[src/rtl/counter_multi_ch.sv]
// Multi-channel up/down counter with per-channel step, limit (wrap or saturate),
// synchronous load and sticky event flags. Each channel is an independent IDLE/RUN/HOLD FSM.
module counter_multi_ch #(
    parameter int unsigned WIDTH = 32,
    parameter int unsigned NCH   = 4
) (
    input  logic                   clk,
    input  logic                   reset,
    input  logic [NCH-1:0]         enable,
    input  logic [NCH-1:0]         up_down,
    input  logic [3*NCH-1:0]       mode,
    input  logic [NCH-1:0]         wrap_en,
    input  logic [NCH-1:0]         load,
    input  logic [WIDTH*NCH-1:0]   din,
    input  logic [WIDTH*NCH-1:0]   sat_count,
    input  logic [NCH-1:0]         event_clr,
    output logic [WIDTH*NCH-1:0]   count,
    output logic [NCH-1:0]         timer_event,
    output logic [NCH-1:0]         event_flag,
    output logic                   any_event
);

    localparam logic [1:0] ST_IDLE = 2'd0;
    localparam logic [1:0] ST_RUN  = 2'd1;
    localparam logic [1:0] ST_HOLD = 2'd2;

    logic [NCH-1:0] flag_nxt;

    for (genvar i = 0; i < NCH; i++) begin : g_ch
        logic [1:0]       state;
        logic [1:0]       state_nxt;
        logic [WIDTH-1:0] cnt;
        logic [WIDTH-1:0] cnt_nxt;
        logic [WIDTH-1:0] din_i;
        logic [WIDTH-1:0] sat_i;
        logic [WIDTH:0]   step;
        logic [WIDTH:0]   sum;
        logic             ev_q;
        logic             ev_nxt;
        logic             flag_q;
        logic             hold_up;
        logic             hold_up_nxt;
        logic             parked;
        logic             parked_nxt;
        logic             at_lim;
        logic             stay_held;

        assign din_i  = din[WIDTH*i +: WIDTH];
        assign sat_i  = sat_count[WIDTH*i +: WIDTH];
        assign step   = (WIDTH+1)'(mode[3*i +: 3]) + (WIDTH+1)'(1);
        assign sum    = {1'b0, cnt} + step;
        assign at_lim = hold_up ? (cnt == sat_i) : (cnt == '0);

        // Held either actively, or idled out of HOLD and re-enabled still sitting at that limit
        assign stay_held = (up_down[i] == hold_up) &&
                           ((state == ST_HOLD) ||
                            ((state == ST_IDLE) && parked && at_lim && !wrap_en[i]));

        always_comb begin
            state_nxt   = state;
            cnt_nxt     = cnt;
            ev_nxt      = 1'b0;
            hold_up_nxt = hold_up;
            parked_nxt  = parked;
            if (load[i]) begin
                cnt_nxt    = (din_i < sat_i) ? din_i : sat_i;
                state_nxt  = enable[i] ? ST_RUN : ST_IDLE;
                parked_nxt = 1'b0;
            end else if (!enable[i]) begin
                state_nxt = ST_IDLE;
                if (state == ST_HOLD) begin
                    parked_nxt = 1'b1;
                end
            end else if (stay_held) begin
                state_nxt  = ST_HOLD;
                parked_nxt = 1'b0;
            end else begin
                state_nxt  = ST_RUN;
                parked_nxt = 1'b0;
                if (up_down[i]) begin
                    if (sum < {1'b0, sat_i}) begin
                        cnt_nxt = sum[WIDTH-1:0];
                    end else begin
                        ev_nxt = 1'b1;
                        if (wrap_en[i]) begin
                            cnt_nxt = '0;
                        end else begin
                            cnt_nxt     = sat_i;
                            state_nxt   = ST_HOLD;
                            hold_up_nxt = 1'b1;
                        end
                    end
                end else begin
                    if ({1'b0, cnt} > step) begin
                        cnt_nxt = cnt - step[WIDTH-1:0];
                    end else begin
                        ev_nxt = 1'b1;
                        if (wrap_en[i]) begin
                            cnt_nxt = sat_i;
                        end else begin
                            cnt_nxt     = '0;
                            state_nxt   = ST_HOLD;
                            hold_up_nxt = 1'b0;
                        end
                    end
                end
            end
        end

        // Set beats a same-cycle clear
        assign flag_nxt[i] = ev_nxt | (flag_q & ~event_clr[i]);

        always_ff @(posedge clk) begin
            if (!reset) begin
                state   <= ST_IDLE;
                cnt     <= '0;
                ev_q    <= 1'b0;
                flag_q  <= 1'b0;
                hold_up <= 1'b0;
                parked  <= 1'b0;
            end else begin
                state   <= state_nxt;
                cnt     <= cnt_nxt;
                ev_q    <= ev_nxt;
                flag_q  <= flag_nxt[i];
                hold_up <= hold_up_nxt;
                parked  <= parked_nxt;
            end
        end

        assign count[WIDTH*i +: WIDTH] = cnt;
        assign timer_event[i]          = ev_q;
        assign event_flag[i]           = flag_q;
    end

    always_ff @(posedge clk) begin
        if (!reset) begin
            any_event <= 1'b0;
        end else begin
            any_event <= |flag_nxt;
        end
    end

endmodule

[config.mk]
export PLATFORM = sky130hd
export DESIGN_NAME = counter_multi_ch
export DESIGN_NICKNAME = d
export VERILOG_FILES = /design/src/rtl/counter_multi_ch.sv
export SDC_FILE = /design/constraint.sdc
export NUM_CORES = 1
export LEC_CHECK = 0
export ABC_AREA = 1
export BUFFER_PORTS_ARGS = -buffer_cell sky130_fd_sc_hd__buf_4
export CELL_PAD_IN_SITES_DETAIL_PLACEMENT = 0
export CELL_PAD_IN_SITES_GLOBAL_PLACEMENT = 2
export CORE_MARGIN = 2
export CORE_UTILIZATION = 27
export DETAILED_ROUTE_END_ITERATION = 6
export PLACE_DENSITY = 0.87
export SLEW_MARGIN = 20
export SYNTH_ARGS = -nofsm -noshare
export SYNTH_HDL_FRONTEND = slang
export SYNTH_SLANG_ARGS = --single-unit
[constraint.sdc]
create_clock -name clk -period 3.2 [get_ports clk]
set_input_delay 0.16 -clock clk [delete_from_list [all_inputs] [get_ports clk]]
set_output_delay 0.16 -clock clk [all_outputs]
set_load 0.05 [all_outputs]
==> impl_metrics.ini <==
[cts]
h-tree-depth = 4
cts-root-buf = clkbuf_16
cts_buffers = 17
clock_latency_ns = 0.54
cts_tree = yes
cts_num_sinks = 153
clk_path_buf_depth = 2
clk_pin_slew_ns = 0.08

[worst_setup_path]
path_class = flop to flop
endpoint_kind = flop
start_kind = flop
reg2reg_from = g_ch[3].cnt[25]
rrSetupSlack_ns = -0.44
crit_arrival_ns = 4.08
max_stage_delay_ns = 0.41
cp_max_fo = 6
rr_endpoint = g_ch[3].cnt[25]
crit_top_cell = nand2_1
required_ns = 3.64
critPathTopFamily = simple AND/OR/NAND/NOR gates
cp.buffers_inverters = 5
r2r_cells = 25
critPathSlowestCell = dfxtp_1

[floorplanning]
core_area_um2 = 107000
pin_count = 427
start_util = 0.272
die-height_um = 332
die_area_um2 = 111000
die_w_um = 332
row_count = 120

[route]
wl_per_cell_um = 20.7
routed_via_density = 5.13
dr.pass1.iters = 6
routed-via-count = 39700
routed_wl_um = 160000
drcViolationCount = 0
drtAntennaViolNets = 0
drt_iter0_drc = 3689

[synthesis]
synth_edf_count = 0
synth.area.top_cells = nand2_1 21%, ha_1 12%, nand3_1 11%
synth_largest_area_cell = nand2_1
netlist_area_um2 = 29100
ys_seq_area_frac = 0.105
synth-warning-count = 0
yosys.cell_count.top_type = nand2_1
synthTopCellsByCount = 1,606 x nand2_1, 616 x nand3_1, 591 x inv_1, 530 x nor2_1, 330 x a21oi_1
ys_ff_latch = 153
postSynthCellCount = 5297
synthFlopType = dfxtp_1
syn_area_per_cell_um2 = 5.50
synth_top_area_frac = 0.207
async_flop_share = 0
synthDistinctLibCells = 57
synth_nets = 5879

[final_layout]
synthToLayoutAreaGrowth_pct = 52.7
fin_area_um2 = 44500
nets = 6897
drive_gt1_frac = 0.330
fin_cells = 7733
n_fill_cell = 11600

[global_route]
grt_pass1_vias = 37900
track_usage = 0.278
use_met1 = 0.380
met3_usage = 0.0365
top_usage_layer = met2
antenna_found_initial = 8
grt_max_degree = 103
grt_pass1_wl_um = 237000
grt.overflow.total = 0
met2_usage = 0.445

[sta]
finalMaxSlewViolations = 0
rsz0062_at_grt = true
min_period_ns = 3.64
hold_violations = 0
worst_slew_pin_slew_ns = 0.924
finClkSkew_ns = 0.0182
max-slew-margin-rel = 0.383
fmax_mhz = 274
setup-violations-final = 147
layout_setup_ws_ns = -0.444
fin_crit_sh = 1.14

[job]
drv_cap = 0

[min_path]
worst_hold_path_type = input port to flop
min_to = g_ch[3].cnt[16]
min_path_cells = 5
hold_path.startpoint = din[112]

[placed_design]
placed_area_um2 = 38700
place_inst = 7559
dp_hpwl_um = 123000
io_buffers = 426
gp_congestion = 0.966

[pwr]
power.density_cell_area_nw_per_um2 = 320
power_leakage_nw = 22.7
ir_worst_vdd_mv = 0.481

[status]
outcome = finished with violations
violations = negative setup slack
==> per-layer routing <==
layer / share of wire / wire length, um
met5: 0 / 0
met2: 0.45 / 71600
met1: 0.45 / 71600
met4: 0.034 / 5460
met3: 0.073 / 11600
==> registers in the layout, indices dropped and copies added (netlist names) <==
| register | count |
|---|---|
| g_ch.flag_q | 4 |
| g_ch.cnt | 128 |
| g_ch.hold_up | 4 |
| g_ch.parked | 4 |
| g_ch.state | 8 |
| g_ch.ev_q | 4 |
| any_event | 1 |
==> cell type report <==
class,instances,area [um^2],area share
clock buffer,25,536,0.0120
clock inverter,6,83.8,0.00188
multi-input combinational,4257,26200,0.588
sequential,153,3180,0.0715
antenna,3,7.51,0.000169
tap,1403,1760,0.0395
inverter,632,2410,0.0542
timing repair buffer,1254,10300,0.232
==> report_power, final <==
group          internal (mW)  switching, mW  total, mW
Clock                   1.31           1.13       2.44
Sequential              2.11          0.230       2.34
Combinational           3.72           5.72       9.44
Total                   7.14           7.08       14.2
==> logic make-up (layout without fill, tap and decap cells) <==
logic type / count (synthesis) / after routing / share of synthesized area
compound gates: 683 / 683 / 0.125
xor+xnor: 169 / 169 / 0.0508
fa+ha+maj: 292 / 292 / 0.128
buf+inv: 895 / 1917 / 0.129
flops: 153 / 153 / 0.105
other cells: 0 / 3 / 0
simple gates: 3105 / 3113 / 0.462
==> timing repair <==
| action | in CTS | in global routing |
|---|---|---|
| endpoints found under the hold margin | 44 | 0 |
| endpoints found under the setup margin | 149 | 149 |
| gates resized for setup | 379 | 458 |
| cloned | 16 | 3 |
| buffers inserted | 58 | 45 |
| hold buffers | 38 | 0 |
| pin swaps | 182 | 341 |
==> cells in the final DEF (no fill, tap or decap), types with 160 or more instances in the layout <==
cell type,count
inv_1,564
ha_1,228
nor2_1,482
a21oi_1,283
nand3_2,160
o21ai_0,189
nand2_1,1445
nand3_1,440
buf_4,1118
==> how the worst max path moves through the flow <==
| stage | to | cells past startpoint | slack [ns] | startpoint |
|---|---|---|---|---|
| floorplan | g_ch[3].cnt[23] | 28 | -0.09 | mode[9] |
| global placement | g_ch[2].cnt[3] | 28 | -1.08 | mode[6] |
| detailed placement | g_ch[2].cnt[6] | 30 | -1.10 | mode[6] |
| CTS | g_ch[0].cnt[31] | 26 | -0.36 | g_ch[0].cnt[0] |
| global route | g_ch[3].cnt[25] | 25 | -0.62 | g_ch[3].cnt[25] |
| finish | g_ch[3].cnt[25] | 25 | -0.44 | g_ch[3].cnt[25] |
==> metrics by stage <==
| stage | hold WS (ns) | setup TNS, ns | power, mW | setup WS, ns | util |
|---|---|---|---|---|---|
| floorplan | 0.239 | -2.12 | 7.10 | -0.0923 | - |
| global placement | 0.411 | -125.90 | 10.4 | -1.08 | 0.362 |
| detailed placement | 0.412 | -132.16 | 10.4 | -1.10 | 0.362 |
| CTS | 0.000573 | -37.24 | 13.7 | -0.362 | 0.395 |
| global route | 0.0410 | -68.79 | 15.1 | -0.616 | 0.415 |
| finish | 0.0175 | -42.76 | 14.2 | -0.444 | 0.415 |
==> tightest hold or removal path: cells and delay by family <==
family / cells / cell delay [ns]
simple gates: 3 / 0.18
buf+inv: 1 / 0.09
compound gates: 1 / 0.09
Power figures use the tool's default switching activity.
